$ cat config.mk
export PLATFORM = sky130hd
export DESIGN_NAME = char_motion_ctrl
export DESIGN_NICKNAME = d
export VERILOG_FILES = /design/src/rtl/vga_pkg.sv /design/src/rtl/move_pkg.sv /design/src/rtl/tick_gen.sv /design/src/rtl/char_motion_ctrl.sv
export SDC_FILE = /design/constraint.sdc
export NUM_CORES = 1
export LEC_CHECK = 0
export ABC_AREA = 1
export CAP_MARGIN = 20
export CORE_MARGIN = 4
export CORE_UTILIZATION = 40
export DETAILED_ROUTE_END_ITERATION = 7
export PLACE_DENSITY = 0.66
export SYNTH_ARGS = -nofsm -noshare
export SYNTH_HDL_FRONTEND = slang
export SYNTH_SLANG_ARGS = --single-unit
$ cat constraint.sdc
create_clock -name clk -period 4.1 [get_ports clk]
set_clock_uncertainty 0.2 [all_clocks]
set_input_delay 0.82 -clock clk [delete_from_list [all_inputs] [get_ports clk]]
set_output_delay 0.82 -clock clk [all_outputs]
set_load 0.02 [all_outputs]
$ cat src/rtl/vga_pkg.sv
// Display geometry shared by the video and game-logic blocks.
package vga_pkg;
   localparam int HOR_PIXELS = 1024;
   localparam int VER_PIXELS = 768;
endpackage

$ cat src/rtl/move_pkg.sv
// Character motion states and default playfield geometry.
package move_pkg;
   import vga_pkg::*;

   typedef enum logic [1:0] {
      ST_STAND = 2'd0,
      ST_WALK  = 2'd1,
      ST_JUMP  = 2'd2,
      ST_FALL  = 2'd3
   } state_e;

   localparam int CHAR_W      = 32;
   localparam int DEF_X_MIN   = 0;
   localparam int DEF_X_MAX   = HOR_PIXELS - CHAR_W;
   localparam int DEF_Y_FLOOR = 533;
   localparam int DEF_X_START = 100;
   localparam int DEF_Y_START = 533;
endpackage

$ cat src/rtl/tick_gen.sv
// Free-running divider: one-cycle tick every DIV enabled cycles.
module tick_gen #(
   parameter int DIV = 10000
) (
   input  logic clk,
   input  logic rst,
   input  logic en,
   output logic tick
);
   localparam int CW = (DIV > 1) ? $clog2(DIV) : 1;

   logic [CW-1:0] cnt_q, cnt_d;

   always_comb begin
      cnt_d = cnt_q;
      if (en) begin
         if (cnt_q == CW'(DIV - 1)) cnt_d = '0;
         else                       cnt_d = cnt_q + CW'(1);
      end
   end

   assign tick = en & (cnt_q == '0);

   always_ff @(posedge clk) begin
      if (rst) cnt_q <= '0;
      else     cnt_q <= cnt_d;
   end
endmodule

$ cat src/rtl/char_motion_ctrl.sv
// Platformer character controller: walk, jump and fall with
// wall/ceiling/floor collision, driven by two divided motion ticks.
module char_motion_ctrl
   import move_pkg::*;
#(
   parameter int POS_W       = 12,
   parameter int X_MIN       = DEF_X_MIN,
   parameter int X_MAX       = DEF_X_MAX,
   parameter int Y_FLOOR     = DEF_Y_FLOOR,
   parameter int X_START     = DEF_X_START,
   parameter int Y_START     = DEF_Y_START,
   parameter int HOR_SPEED   = 3,
   parameter int JUMP_HEIGHT = 100,
   parameter int HOR_DIV     = 10000,
   parameter int VER_DIV     = 150000
) (
   input  logic             clk,
   input  logic             rst,
   input  logic             enable,
   input  logic             respawn,
   input  logic             key_left,
   input  logic             key_right,
   input  logic             key_jump,
   input  logic             ground,
   input  logic             ceiling,
   input  logic             wall_l,
   input  logic             wall_r,
   output logic [POS_W-1:0] pos_x,
   output logic [POS_W-1:0] pos_y,
   output logic [1:0]       state_o,
   output logic             airborne
);
   localparam logic [POS_W:0] XMIN_W = (POS_W+1)'(X_MIN);
   localparam logic [POS_W:0] XMAX_W = (POS_W+1)'(X_MAX);
   localparam logic [POS_W:0] HSP_W  = (POS_W+1)'(HOR_SPEED);
   localparam logic [POS_W-1:0] XMIN = POS_W'(X_MIN);
   localparam logic [POS_W-1:0] XMAX = POS_W'(X_MAX);
   localparam logic [POS_W-1:0] HSP  = POS_W'(HOR_SPEED);
   localparam logic [POS_W-1:0] YFLR = POS_W'(Y_FLOOR);
   localparam logic [POS_W-1:0] JH   = POS_W'(JUMP_HEIGHT);
   localparam logic [POS_W-1:0] XST  = POS_W'(X_START);
   localparam logic [POS_W-1:0] YST  = POS_W'(Y_START);

   logic tick_hor, tick_ver;

   tick_gen #(.DIV(HOR_DIV)) u_tick_hor (
      .clk  (clk),
      .rst  (rst),
      .en   (enable),
      .tick (tick_hor)
   );

   tick_gen #(.DIV(VER_DIV)) u_tick_ver (
      .clk  (clk),
      .rst  (rst),
      .en   (enable),
      .tick (tick_ver)
   );

   state_e           state_q, state_d;
   logic [POS_W-1:0] pos_x_q, pos_x_d;
   logic [POS_W-1:0] pos_y_q, pos_y_d;
   logic [POS_W-1:0] y_start_q, y_start_d;
   logic             jump_prev_q;
   logic             airborne_q, airborne_d;

   logic             grounded, jump_req, one_l, one_r;
   logic [POS_W-1:0] y_lim;
   logic [POS_W:0]   x_ext;

   always_comb begin
      grounded  = ground | (pos_y_q >= YFLR);
      jump_req  = key_jump & ~jump_prev_q;
      one_l     = key_left & ~key_right;
      one_r     = key_right & ~key_left;
      x_ext     = {1'b0, pos_x_q};
      // apex limit clamps at the top of the screen
      y_lim     = (y_start_q >= JH) ? (y_start_q - JH) : '0;

      state_d   = state_q;
      pos_x_d   = pos_x_q;
      pos_y_d   = pos_y_q;
      y_start_d = y_start_q;

      if (respawn) begin
         state_d = ST_STAND;
         pos_x_d = XST;
         pos_y_d = YST;
      end else if (enable) begin
         if (tick_hor) begin
            if (one_l && !wall_l) begin
               if (x_ext < XMIN_W + HSP_W) pos_x_d = XMIN;
               else                        pos_x_d = pos_x_q - HSP;
            end else if (one_r && !wall_r) begin
               if (x_ext + HSP_W > XMAX_W) pos_x_d = XMAX;
               else                        pos_x_d = pos_x_q + HSP;
            end
         end

         unique case (state_q)
            ST_STAND, ST_WALK: begin
               if (jump_req && grounded) begin
                  state_d   = ST_JUMP;
                  y_start_d = pos_y_q;
               end else if (!grounded) begin
                  state_d = ST_FALL;
               end else if (one_l || one_r) begin
                  state_d = ST_WALK;
               end else begin
                  state_d = ST_STAND;
               end
            end
            ST_JUMP: begin
               if (pos_y_q <= y_lim || ceiling || pos_y_q == '0)
                  state_d = ST_FALL;
               else if (tick_ver)
                  pos_y_d = pos_y_q - POS_W'(1);
            end
            ST_FALL: begin
               if (grounded)
                  state_d = ST_STAND;
               else if (tick_ver)
                  pos_y_d = (pos_y_q >= YFLR - POS_W'(1)) ? YFLR
                                                          : pos_y_q + POS_W'(1);
            end
         endcase
      end

      airborne_d = (state_d == ST_JUMP) || (state_d == ST_FALL);
   end

   always_ff @(posedge clk) begin
      if (rst) begin
         state_q     <= ST_STAND;
         pos_x_q     <= XST;
         pos_y_q     <= YST;
         y_start_q   <= YST;
         jump_prev_q <= 1'b0;
         airborne_q  <= 1'b0;
      end else begin
         state_q     <= state_d;
         pos_x_q     <= pos_x_d;
         pos_y_q     <= pos_y_d;
         y_start_q   <= y_start_d;
         jump_prev_q <= key_jump;
         airborne_q  <= airborne_d;
      end
   end

   assign pos_x    = pos_x_q;
   assign pos_y    = pos_y_q;
   assign state_o  = state_q;
   assign airborne = airborne_q;
endmodule

# Word level (Yosys, flattened, before mapping)
# Cells that the tools add are included.
[classes]
order_cmp = 6
mux = 21
n_eq_ne = 11
n_addsub = 8
n_reduce_logical = 20
bitwise = 10
[op_table]
columns = ["operator", "count"]
rows = [
  ["2-to-1 mux 12 bit", 10],
  [">= comparator 12 x 10 -> 1 bit (second input constant)", 2],
  ["one-hot mux 12 bit (2 select lines)", 1],
  ["adder 18 x 1 -> 18 bit (second input constant)", 1],
  ["equality test 18 bit (second input constant)", 1],
  ["zero test 18 bit", 1],
  ["2-to-1 mux 18 bit", 1],
  ["adder 14 x 1 -> 14 bit (second input constant)", 1],
  ["equality test 14 bit (second input constant)", 1],
  ["zero test 14 bit", 1],
  ["2-to-1 mux 14 bit", 1],
  ["adder 12 x 2 -> 13 bit (second input constant)", 1],
  ["greater-than comparator 13 x 10 -> 1 bit (second input constant)", 1],
  ["adder 12 x 1 -> 12 bit (second input constant)", 1],
  ["adder 12 x 2 -> 12 bit (second input constant)", 1],
  [">= comparator 12 x 7 -> 1 bit (second input constant)", 1],
  ["less-or-equal comparator 12 bit", 1],
  ["zero test 12 bit", 1],
  ["< comparator 12 x 2 -> 1 bit (second input constant)", 1],
  ["2-to-1 mux 2 bit", 6],
  ["subtractor 12 x 1 -> 12 bit (second input constant)", 1],
  ["subtractor 12 x 2 -> 12 bit (second input constant)", 1],
  ["subtractor 12 x 7 -> 12 bit (second input constant)", 1],
  ["equality test 2 bit (second input constant)", 4],
  ["other kinds (16)", 34],
]
[word_totals]
inputBits = 11
word_cells = 84
regBits = 72
output_inout_bits = 27

# Depth between registers and ports, before layout
# Gate-level depths: netlist of the first run.
[depth]
depth_word = 11
depth_mapped = 21
ltp_nobuf = 21

# Cells and area by module
# Synthesis of the first run repeated with hierarchy kept, for this count alone.
[hier_totals]
cells_unflattened = 818
area_unflattened_um2 = 5228.8
[modules_own_cells]
columns = ["mod", "cells_each", "n_inst", "area_per_inst_um2", "seq_area_each_um2"]
rows = [
  ["char_motion_ctrl", 531, 1, 3342.0, 800.8],
  ["tick_gen (u_tick_ver)", 167, 1, 1056.0, 360.3],
  ["tick_gen (u_tick_hor)", 120, 1, 830.8, 280.3],
]

# Least setup slack after synthesis of the first run
# OpenSTA, ideal clock, no wires.
[synth_timing]
kind = "reg-to-reg"
start = "reg y_start_q[2]"
end = "reg pos_y_q[3] (netlist: pos_y[3])"
path_slack_ps = 1196
arrival_ps = 2588
setup_time_ps = 116
required_time_ps = 3784
path_stages_with_launch = 21
period_less_slack_ps = 2904
path_buffers = 2
path_cell_list = "dfxtp_1 inv_1 ha_1 nand2_1 inv_1 nor2_1 nor2_1 nand3_1 clkbuf_1 nand3_1 ha_1 nand2_1 nor2_1 nand2_1 o21bai_1 nor2_1 nand2_1 nand2_2 buf_2 a21oi_1 nor2_1"
[synth_between]
elab_chain_cells = 7
elab_cells_between_ends = 8
classes_between = "1 x add/sub; 2 x order compare; 1 x eq/ne; 1 x mux; 3 x reduce/logical"
[synth_lines]
columns = ["item", "line", "rtl"]
rows = [
  ["from (decl)", "char_motion_ctrl.sv:63", "logic [POS_W-1:0] y_start_q, y_start_d;"],
  ["from (signal assigned)", "char_motion_ctrl.sv:144", "y_start_q <= y_start_d;"],
  ["subtractor 12 x 7 -> 12 bit / >= comparator 12 x 7 -> 1 bit (equally long branches)", "char_motion_ctrl.sv:78", "y_lim = (y_start_q >= JH) ? (y_start_q - JH) : '0;"],
  ["2-to-1 mux 12 bit (*)", "char_motion_ctrl.sv:78", ""],
  ["less-or-equal comparator 12 bit (*)", "char_motion_ctrl.sv:114", "if (pos_y_q <= y_lim || ceiling || pos_y_q == '0)"],
  ["logical OR 1 bit (*) (2 in series)", "char_motion_ctrl.sv:114", ""],
  ["inequality test 2 bit (no source line) (*)", "--", ""],
  ["AND reduction 6 bit (no source line) (*)", "--", ""],
  ["to (signal assigned)", "char_motion_ctrl.sv:143", "pos_y_q <= pos_y_d;"],
  ["to (decl)", "char_motion_ctrl.sv:62", "logic [POS_W-1:0] pos_y_q, pos_y_d;"],
]
# Every way passes the cells marked *; elsewhere a longest branch is shown, timed or not.
# A chain may end at the register's enable or synchronous reset.

# Worst setup path after layout of the first run
[layout_timing]
start = "reg y_start_q[2]"
end = "reg pos_y_q[10] (netlist: pos_y[10])"
# The elaborated chain is that of the path after synthesis.

==> flow_summary.toml, run 1 <==
[timing]
fin_crit_sh_pct = 79.6
rsz0062_at_grt = "no"
fmax_ghz = 0.306
slew-limit-headroom_pct = 49.4
final.setup.tns_ns = 0
finalSetupViolCount = 0
tightest_slew_ns = 0.750
drv_slew = 0
fin_crit_ns = 3.26
final_hold_viol_count = 0
whs_ns = 0.278

[synthesis]
synth_area_um2 = 5060
ys_seq_elements = 72
synth_nets = 849
avgSynthCellArea_um2 = 6.23
ys_seq_area_share_pct = 28.5
postSynthCellCount = 812
yosys_warnings = 0
yosysUniqueCellTypes = 35

[detailed_routing]
drtIter0Drc = 341
drt-pass1-iter-count = 4
drc = 0
vias_per_cell = 5.14
vias = 5215
routedWlPerCell_um = 12.6
routed_wl_mm = 12.8
ant_nets = 0

[floorplanning]
die_area_um2 = 14500
rows = 40
initial_core_util_pct = 41.4
die_x_um = 120
num_io_pins = 38
die_y_um = 120
core_um2 = 12200

[final_layout]
drive_gt1_share_pct = 4.13
insertedDiodeCount = 0
area_growth_pct = 16.5
final_util_pct = 48.3
fin_nets = 879
stdcell_area_um2 = 5900
fin_cells = 1015

[clock_network]
ctsHoldBuffers = 0
clockRootBuffer = "clkbuf_16"
cts_tree = "yes"
cts_buffers = 9
htree_levels = 3
cts-resized-gates = 0
cts.path.max_buffers = 2
postCtsSetupBuffers = 0
clk_latency_ns = 0.34
cts.sinks = 72
path_clk_slew_ns = 0.06

[placement]
portBuffers = 37
placed_cell_area_um2 = 5570
gp_congestion = 0.922
post-dp-hpwl_mm = 9.63
dp_cells = 999

[worst_setup_path]
worstPathRequired_ns = 4.13
startpoint_type = "flop"
critical_path_arrival_ns = 3.29
cp_max_fo = 17
path_class = "reg -> reg"
worst_setup_path_end_kind = "flop"
worst-r2r-setup-slack_ns = 0.84
r2r_start = "y_start_q[2]$_SDFFE_PP1P_"
reg2reg_depth = 19
reg2reg_to = "pos_y[10]$_SDFFE_PP0P_"

[power_and_ir_drop]
ir_drop_uv = 288
power_density_nw_per_um2 = 299
p_leak_uw = 0.00256

[min_path]
holdPathStages = 2
worstHoldPathType = "reg -> reg"
min_from = "y_start_q[6]$_SDFFE_PP0P_"
whs_endpoint = "y_start_q[6]$_SDFFE_PP0P_"

[global_route]
grt_pass1_vias = 4637
grt-ovfl-total = 0
grt_use_total_pct = 18.0
grt_max_degree = 25
grt_antenna_before_repair = 0
grt_pass1_wl_mm = 21.8

[run_status]
status = "finished, final reports clean"

[flow_run]
drv_cap = 0
critical path, cell delays in order (launching register included):
cell and delay (ns):
dfxtp_1 0.35, inv_1 0.08, ha_1 0.21, nand2_1 0.06, inv_1 0.05, nor2_1 0.12, nor2_1 0.08, nand3_1 0.33
nand3_1 0.14, ha_1 0.31, nand2_1 0.07, nor2_1 0.16, and2_1 0.14, nand2_1 0.05, nand3_1 0.07, nand2_1 0.10
nand2_2 0.26, nand2_2 0.18, nor2_1 0.14, nor2_1 0.05
registers in the layout (all words and copies together) (netlist names):
| name | cells |
|---|---|
| y_start_q | 12 |
| pos_y | 12 |
| pos_x | 12 |
| u_tick_ver.cnt_q | 18 |
| u_tick_hor.cnt_q | 14 |
| jump_prev_q | 1 |
| airborne | 1 |
| state_o | 2 |
layout by cell type, fill, tap and decap left out, drive strengths merged, types with 3 or more instances in the layout:
cell type	count
clkdlybuf4s50	37
nand2	167
nand4	23
ha	26
xnor2	3
inv	115
nand3	64
a211oi	7
clkinv	3
a31oi	5
nor3	33
a21oi	63
o211ai	5
buf	5
nor4	10
xor2	19
o21ai	46
dfxtp	72
clkbuf	10
nor2	123
area by class of cell:
class                      count  area [um^2]
multi-input combinational    603         3080
timing repair buffer          42          408
sequential                    72         1440
inverter                     114          428
fill                        1251         6310
clock buffer                  10          239
tap                          168          210
clock inverter                 6         91.3
report_power, final:
part	internal, uW	switching [uW]	total (uW)
sequential	713	16.9	730
clock	552	311	864
combinational	64.4	107	171
total	1330	435	1770
stage by stage:
stage / worst slack, ns / total power, uW
after floorplan: 1.20 / 864
after global placement: 0.968 / 915
after CTS: 0.844 / 1790
after detailed placement: 0.850 / 917
final: 0.837 / 1770
after global routing: 0.425 / 1840
how the worst max path moves through the flow:
stage                         startpoint                     end  slack [ns]  cells after the start
6_report       y_start_q[2]$_SDFFE_PP1P_  pos_y[10]$_SDFFE_PP0P_        0.84                     19
5_1_grt        y_start_q[2]$_SDFFE_PP1P_  pos_y[10]$_SDFFE_PP0P_        0.43                     20
4_1_cts        y_start_q[2]$_SDFFE_PP1P_   pos_y[9]$_SDFFE_PP1P_        0.84                     19
3_5_place_dp   y_start_q[2]$_SDFFE_PP1P_   pos_y[9]$_SDFFE_PP1P_        0.85                     19
3_3_place_gp   y_start_q[2]$_SDFFE_PP1P_  pos_y[10]$_SDFFE_PP0P_        0.97                     19
2_1_floorplan  y_start_q[2]$_SDFFE_PP1P_   pos_y[3]$_SDFFE_PP0P_        1.20                     20
logic make-up after synthesis:
kind of cell	count (synthesis)	share of synthesized area [%]
DFF	72	28.5
AOI/OAI and AO/OA	132	14.4
adders and majority gates	26	6.43
and+or+nand+nor	423	36.3
buffers and inverters	137	10.7
xor gates and xnor gates	22	3.81
metal layers:
metal  global-route usage, %  wire length (um)  share of wire [%]
met5                       0                 0                  0
met4                    4.46               161                1.3
met3                    3.13               574                4.5
met2                    28.5              5610                 44
met1                    25.6              6430                 50
cells in the mapped netlist, drive strengths merged:
| cell | count | area (um^2) |
|---|---|---|
| a211oi | 7 | 52.6 |
| a21oi | 63 | 330 |
| a22oi | 2 | 15.0 |
| a31oi | 5 | 31.3 |
| and2 | 1 | 6.26 |
| buf | 14 | 77.6 |
| clkbuf | 9 | 33.8 |
| dfxtp | 72 | 1440 |
| ha | 26 | 325 |
| inv | 114 | 428 |
| nand2 | 167 | 637 |
| nand3 | 64 | 325 |
| nand4 | 23 | 144 |
| nor2 | 123 | 479 |
| nor3 | 33 | 165 |
| nor3b | 2 | 15.0 |
| nor4 | 10 | 62.6 |
| o211ai | 5 | 37.5 |
| o21a | 1 | 7.51 |
| o21ai | 46 | 230 |
| o21bai | 2 | 15.0 |
| o31ai | 1 | 7.51 |
| xnor2 | 3 | 26.3 |
| xor2 | 19 | 166 |
Note: power is estimated with default switching activity, not from simulation.
==> run 2, diff against run 1 <==
==> constraint.sdc (replaced) <==
create_clock -name clk -period 3.4 [get_ports clk]
set_clock_uncertainty 0.2 [all_clocks]
set_input_delay 0.68 -clock clk [delete_from_list [all_inputs] [get_ports clk]]
set_output_delay 0.68 -clock clk [all_outputs]
set_load 0.02 [all_outputs]
==> run 2 against run 1 <==
Against the previous run:
- count of clock-buffer cells in the layout is 1 lower
- final area is 0.34% lower
- sequential power is 21% higher
- non-clock buffer count is 2 higher
- critical path type unchanged
- maximum frequency is 10% higher
- hold slack worse by 0.011 ns
- clock power is 3.2% higher
- register-to-register slack worse by 0.40 ns
- largest cell class unchanged
- wire length is 0.46% higher
==> flow_summary.toml, run 2 (synthesized netlist as in run 1, its figures left out) <==
[timing]
tightest_slew_ns = 0.622
fin_crit_sh_pct = 87.2
finalSetupViolCount = 0
fmax_ghz = 0.337
whs_ns = 0.267
slew-limit-headroom_pct = 58.2
final_hold_viol_count = 0
final.setup.tns_ns = 0
rsz0062_at_grt = "no"
drv_slew = 0
fin_crit_ns = 2.97

[worst_setup_path]
startpoint_type = "flop"
r2r_start = "y_start_q[2]$_SDFFE_PP1P_"
worst_setup_path_end_kind = "flop"
path_class = "reg -> reg"
worstPathRequired_ns = 3.42
critical_path_arrival_ns = 2.99
cp_max_fo = 17
crit_start = "y_start_q[2]$_SDFFE_PP1P_"

[final_layout]
fin_cells = 1017
insertedDiodeCount = 0
largest_reg_flops = 18
area_growth_pct = 16.1
final_common_cell = "nand2_1"
fin_nets = 881
layout_common_cells = "nand2_1, nor2_1, inv_1"
fillCellCount = 1298
reg.largest.list = "u_tick_ver.cnt_q x18, u_tick_hor.cnt_q x14"
drive_gt1_share_pct = 4.48
regMostFlops = "u_tick_ver.cnt_q"

[detailed_routing]
vias = 5091
routedWlPerCell_um = 12.6
drc = 0
ant_nets = 0
drt-pass1-iter-count = 4
routed_wl_mm = 12.8
vias_per_cell = 5.01
drtIter0Drc = 211

[global_route]
grt_use_total_pct = 18.0
grt_pass1_wl_mm = 21.7
grt_max_degree = 25
grt-ovfl-total = 0
grt_pass1_vias = 4649
grt_antenna_before_repair = 0

[placement]
gp_congestion = 0.899
dp_cells = 1001
post-dp-hpwl_mm = 9.70
portBuffers = 37

[floorplanning]
die_x_um = 120
die_area_um2 = 14500
initial_core_util_pct = 41.4
core_um2 = 12200
num_io_pins = 38
die_y_um = 120
rows = 40

[flow_run]
drv_cap = 0

[power_and_ir_drop]
power_density_nw_per_um2 = 337
p_leak_uw = 0.00254
ir_drop_uv = 298

[clock_network]
htree_levels = 3
clockRootBuffer = "clkbuf_16"
cts.path.max_buffers = 2
path_clk_slew_ns = 0.06
cts_tree = "yes"
postCtsSetupBuffers = 0
cts.sinks = 72
cts_buffers = 9
clk_latency_ns = 0.34

[run_status]
status = "finished, final reports clean"

[min_path]
min_from = "y_start_q[1]$_SDFFE_PP0P_"
worstHoldPathType = "reg -> reg"
==> run 2: per-stage QoR <==
stage               instance area, um^2  util (%)  worst slack [ns]  power [uW]
finish                             5880      48.1             0.435        1980
global route                       5880      48.1            0.0196        2070
CTS                                5860      48.0             0.146        2000
detailed placement                 5580      45.7             0.156        1110
global placement                   5580      45.7             0.247        1110
floorplan                          5060         -             0.496        1040
==> run 2: worst max-delay path, stage by stage (launching register included) <==
cell and delay, ns:
dfxtp_1 0.35, inv_1 0.08, ha_1 0.21, nand2_1 0.06
inv_1 0.05, nor2_1 0.13, nor2_1 0.09, nand3_2 0.19
o21ai_0 0.14, ha_1 0.31, nand2_1 0.07, nor2_1 0.14
and2_1 0.14, nand2_1 0.05, nand3_1 0.07, nand2_1 0.11
nand2_4 0.19, nand2_4 0.11, nand2_1 0.10, nand3_1 0.07
==> run 2: layout make-up <==
type / instances / area, um^2 / area share (%)
tap: 168 / 210 / 3.58
clock inverter: 7 / 55.1 / 0.937
timing repair buffer: 44 / 423 / 7.20
clock buffer: 9 / 225 / 3.83
sequential: 72 / 1440 / 24.5
inverter: 114 / 428 / 7.28
multi-input combinational: 603 / 3090 / 52.7
==> run 2: repair_timing <==
action	in CTS	in global routing
endpoints found under the setup margin	0	12
resized for setup	0	3
hold buffers	0	0
==> run 2: final timing paths <==
kind	depth (start not counted)	to	slack (ns)
hold / removal	2	y_start_q[1]$_SDFFE_PP0P_	0.27
hold reg to reg	2	y_start_q[1]$_SDFFE_PP0P_	0.27
setup reg to reg	19	pos_y[9]$_SDFFE_PP1P_	0.43
setup / recovery	19	pos_y[9]$_SDFFE_PP1P_	0.43
==> run 2: layer usage <==
layer | wire length, um | track usage, %
met2 | 5720 | 29.6
met1 | 6530 | 24.4
met4 | 173 | 4.04
met5 | 0 | 0
met3 | 417 | 3.46
==> run 2: power by group <==
group	leakage [uW]	internal, uW	total, uW	switching [uW]
combinational	0.00183	79.9	210	131
clock	0.000126	500	892	392
sequential	0.000583	860	880	20.3
total	0.00254	1440	1980	543
==> run 3, diff against run 2 <==
--- a/config.mk
+++ b/config.mk
@@ -11,6 +11,7 @@
 export CORE_UTILIZATION = 40
 export DETAILED_ROUTE_END_ITERATION = 7
 export PLACE_DENSITY = 0.66
+export RECOVER_POWER = 50
 export SYNTH_ARGS = -nofsm -noshare
 export SYNTH_HDL_FRONTEND = slang
 export SYNTH_SLANG_ARGS = --single-unit
==> run 3 against run 2 <==
Against the previous run:
- sequential share of layout area is 0.063 points higher
- global-route usage stayed put
- critical path type unchanged
- clock power hardly changed
- maximum frequency hardly changed
- wire length is 0.18% lower
- power is 0.23% lower
- utilization is 0.12 points lower
- final area is 0.26% lower
- cell count stayed put
- non-clock buffer count stayed put
- sequential cell count stayed put
==> flow_summary.toml, run 3 (synthesized netlist as in run 1, its figures left out) <==
[power_and_ir_drop]
power_density_nw_per_um2 = 337
p_leak_uw = 0.00257
ir_drop_uv = 298

[clock_network]
cts.sinks = 72
cts_tree = "yes"
path_clk_slew_ns = 0.06
cts_buffers = 9
htree_levels = 3
clockRootBuffer = "clkbuf_16"
ctsHoldBuffers = 0
clk_latency_ns = 0.34
cts.path.max_buffers = 2

[placement]
portBuffers = 37
pre_cts_slack_ns = 0.156
dp_cells = 1001
post-dp-hpwl_mm = 9.70
gp_congestion = 0.899

[final_layout]
area_growth_pct = 15.9
final_common_cell = "nand2_1"
layout_common_cells = "nand2_1, nor2_1, inv_1"
fin_cells = 1017
fillCellCount = 1304
regMostFlops = "u_tick_ver.cnt_q"
final_util_pct = 48.0
drive_gt1_share_pct = 3.89
insertedDiodeCount = 0
largest_reg_flops = 18
reg.largest.list = "u_tick_ver.cnt_q x18, u_tick_hor.cnt_q x14"
fin_nets = 881

[timing]
final_hold_viol_count = 0
tightest_slew_ns = 0.763
drv_slew = 0
fin_ws_ns = 0.432
final.setup.tns_ns = 0
rsz0062_at_grt = "no"
finalSetupViolCount = 0
fin_crit_sh_pct = 87.3
fin_crit_ns = 2.97
fmax_ghz = 0.337
slew-limit-headroom_pct = 49.1

[worst_setup_path]
path_cells = "inv_1 > ha_1 > nand2_1 > inv_1 > nor2_1 > nor2_1 > nand3_2 > o21ai_0 > ha_1 > nand2_1 > nor2_1 > and2_1 > nand2_1 > nand3_1 > nand2_1 > nand2_4 > nand2_4 > nand2_1 > nand3_1"
worstPathRequired_ns = 3.42
cp_max_fo = 17
cp_top_family = "simple AND/OR/NAND/NOR gates"
cp_common_cell = "nand2_1"
critPathBufInv = 2
max_stage_delay_ns = 0.35
crit_path_top_delay_cell = "dfxtp_1"
critical_path_arrival_ns = 2.99
worst_setup_path_end_kind = "flop"
path_class = "reg -> reg"
startpoint_type = "flop"

[floorplanning]
core_um2 = 12200
die_x_um = 120
initial_core_util_pct = 41.4
die_area_um2 = 14500
rows = 40
num_io_pins = 38
die_y_um = 120

[detailed_routing]
vias = 5100
vias_per_cell = 5.01
drt-pass1-iter-count = 5
routedWlPerCell_um = 12.6
ant_nets = 0
routed_wl_mm = 12.8
drc = 0
drtIter0Drc = 210

[run_status]
status = "finished, final reports clean"

[global_route]
grt_use_total_pct = 18.0
grt_pass1_vias = 4649
grt_antenna_before_repair = 0
grt_max_degree = 25
grt-ovfl-total = 0
grt_pass1_wl_mm = 21.7

[flow_run]
drv_cap = 0

[min_path]
worstHoldPathType = "reg -> reg"
run 3: changes by cell type in the layout (fill, tap and decap cells not counted), sizes merged:
cell	change
buf	-4
clkdlybuf4s50	-17
dlygate4sd3	+17
clkbuf	+4
run 3: worst paths after layout:
kind / cells after the start / startpoint / slack, ns / end
max: 19 / y_start_q[2]$_SDFFE_PP1P_ / 0.43 / pos_y[9]$_SDFFE_PP1P_
min reg2reg: 2 / y_start_q[1]$_SDFFE_PP0P_ / 0.27 / y_start_q[1]$_SDFFE_PP0P_
max reg2reg: 19 / y_start_q[2]$_SDFFE_PP1P_ / 0.43 / pos_y[9]$_SDFFE_PP1P_
min: 2 / y_start_q[1]$_SDFFE_PP0P_ / 0.27 / y_start_q[1]$_SDFFE_PP0P_
run 3: report_power, final:
group	internal (uW)	switching [uW]	leakage, uW
registers	860	20.1	0.000583
logic	76.2	130	0.00186
clock network	500	391	0.000126
run 3: cell type report:
type | instances | area, um^2 | area share [%]
inverters | 114 | 428 | 7.30
flip-flops and latches | 72 | 1440 | 24.6
clock inverters | 7 | 55.1 | 0.939
clock buffers | 9 | 225 | 3.84
well taps | 168 | 210 | 3.59
multi-input cells | 603 | 3090 | 52.8
repair buffers | 44 | 408 | 6.96
run 3: worst min-delay path, cell delays in order, from the launching register on:
cell     delay, ns
dfxtp_1       0.32
inv_1         0.05
a21oi_1       0.05
run 3: through the flow:
stage | instance area [um^2] | total power, uW | hold WS [ns]
6_report | 5860 | 1980 | 0.267
5_1_grt | 5860 | 2070 | 0.297
4_1_cts | 5860 | 2000 | 0.269
3_5_place_dp | 5580 | 1110 | 0.261
3_3_place_gp | 5580 | 1110 | 0.261
2_1_floorplan | 5060 | 1040 | 0.237
run 3: metal layers:
| metal | track usage [%] | wire length, um | vias up |
|---|---|---|---|
| met5 | 0 | 0 | - |
| met4 | 4.04 | 173 | 0 |
| met3 | 3.46 | 429 | 12 |
| met2 | 29.6 | 5710 | 82 |
| met1 | 24.4 | 6500 | 2280 |
| li1 | - | - | 2726 |
run 3: what timing repair did:
item / 4_1_cts / 5_1_grt
gates resized for setup: 0 / 3
endpoints found under the setup margin: 0 / 12
setup buffers: 0 / 0
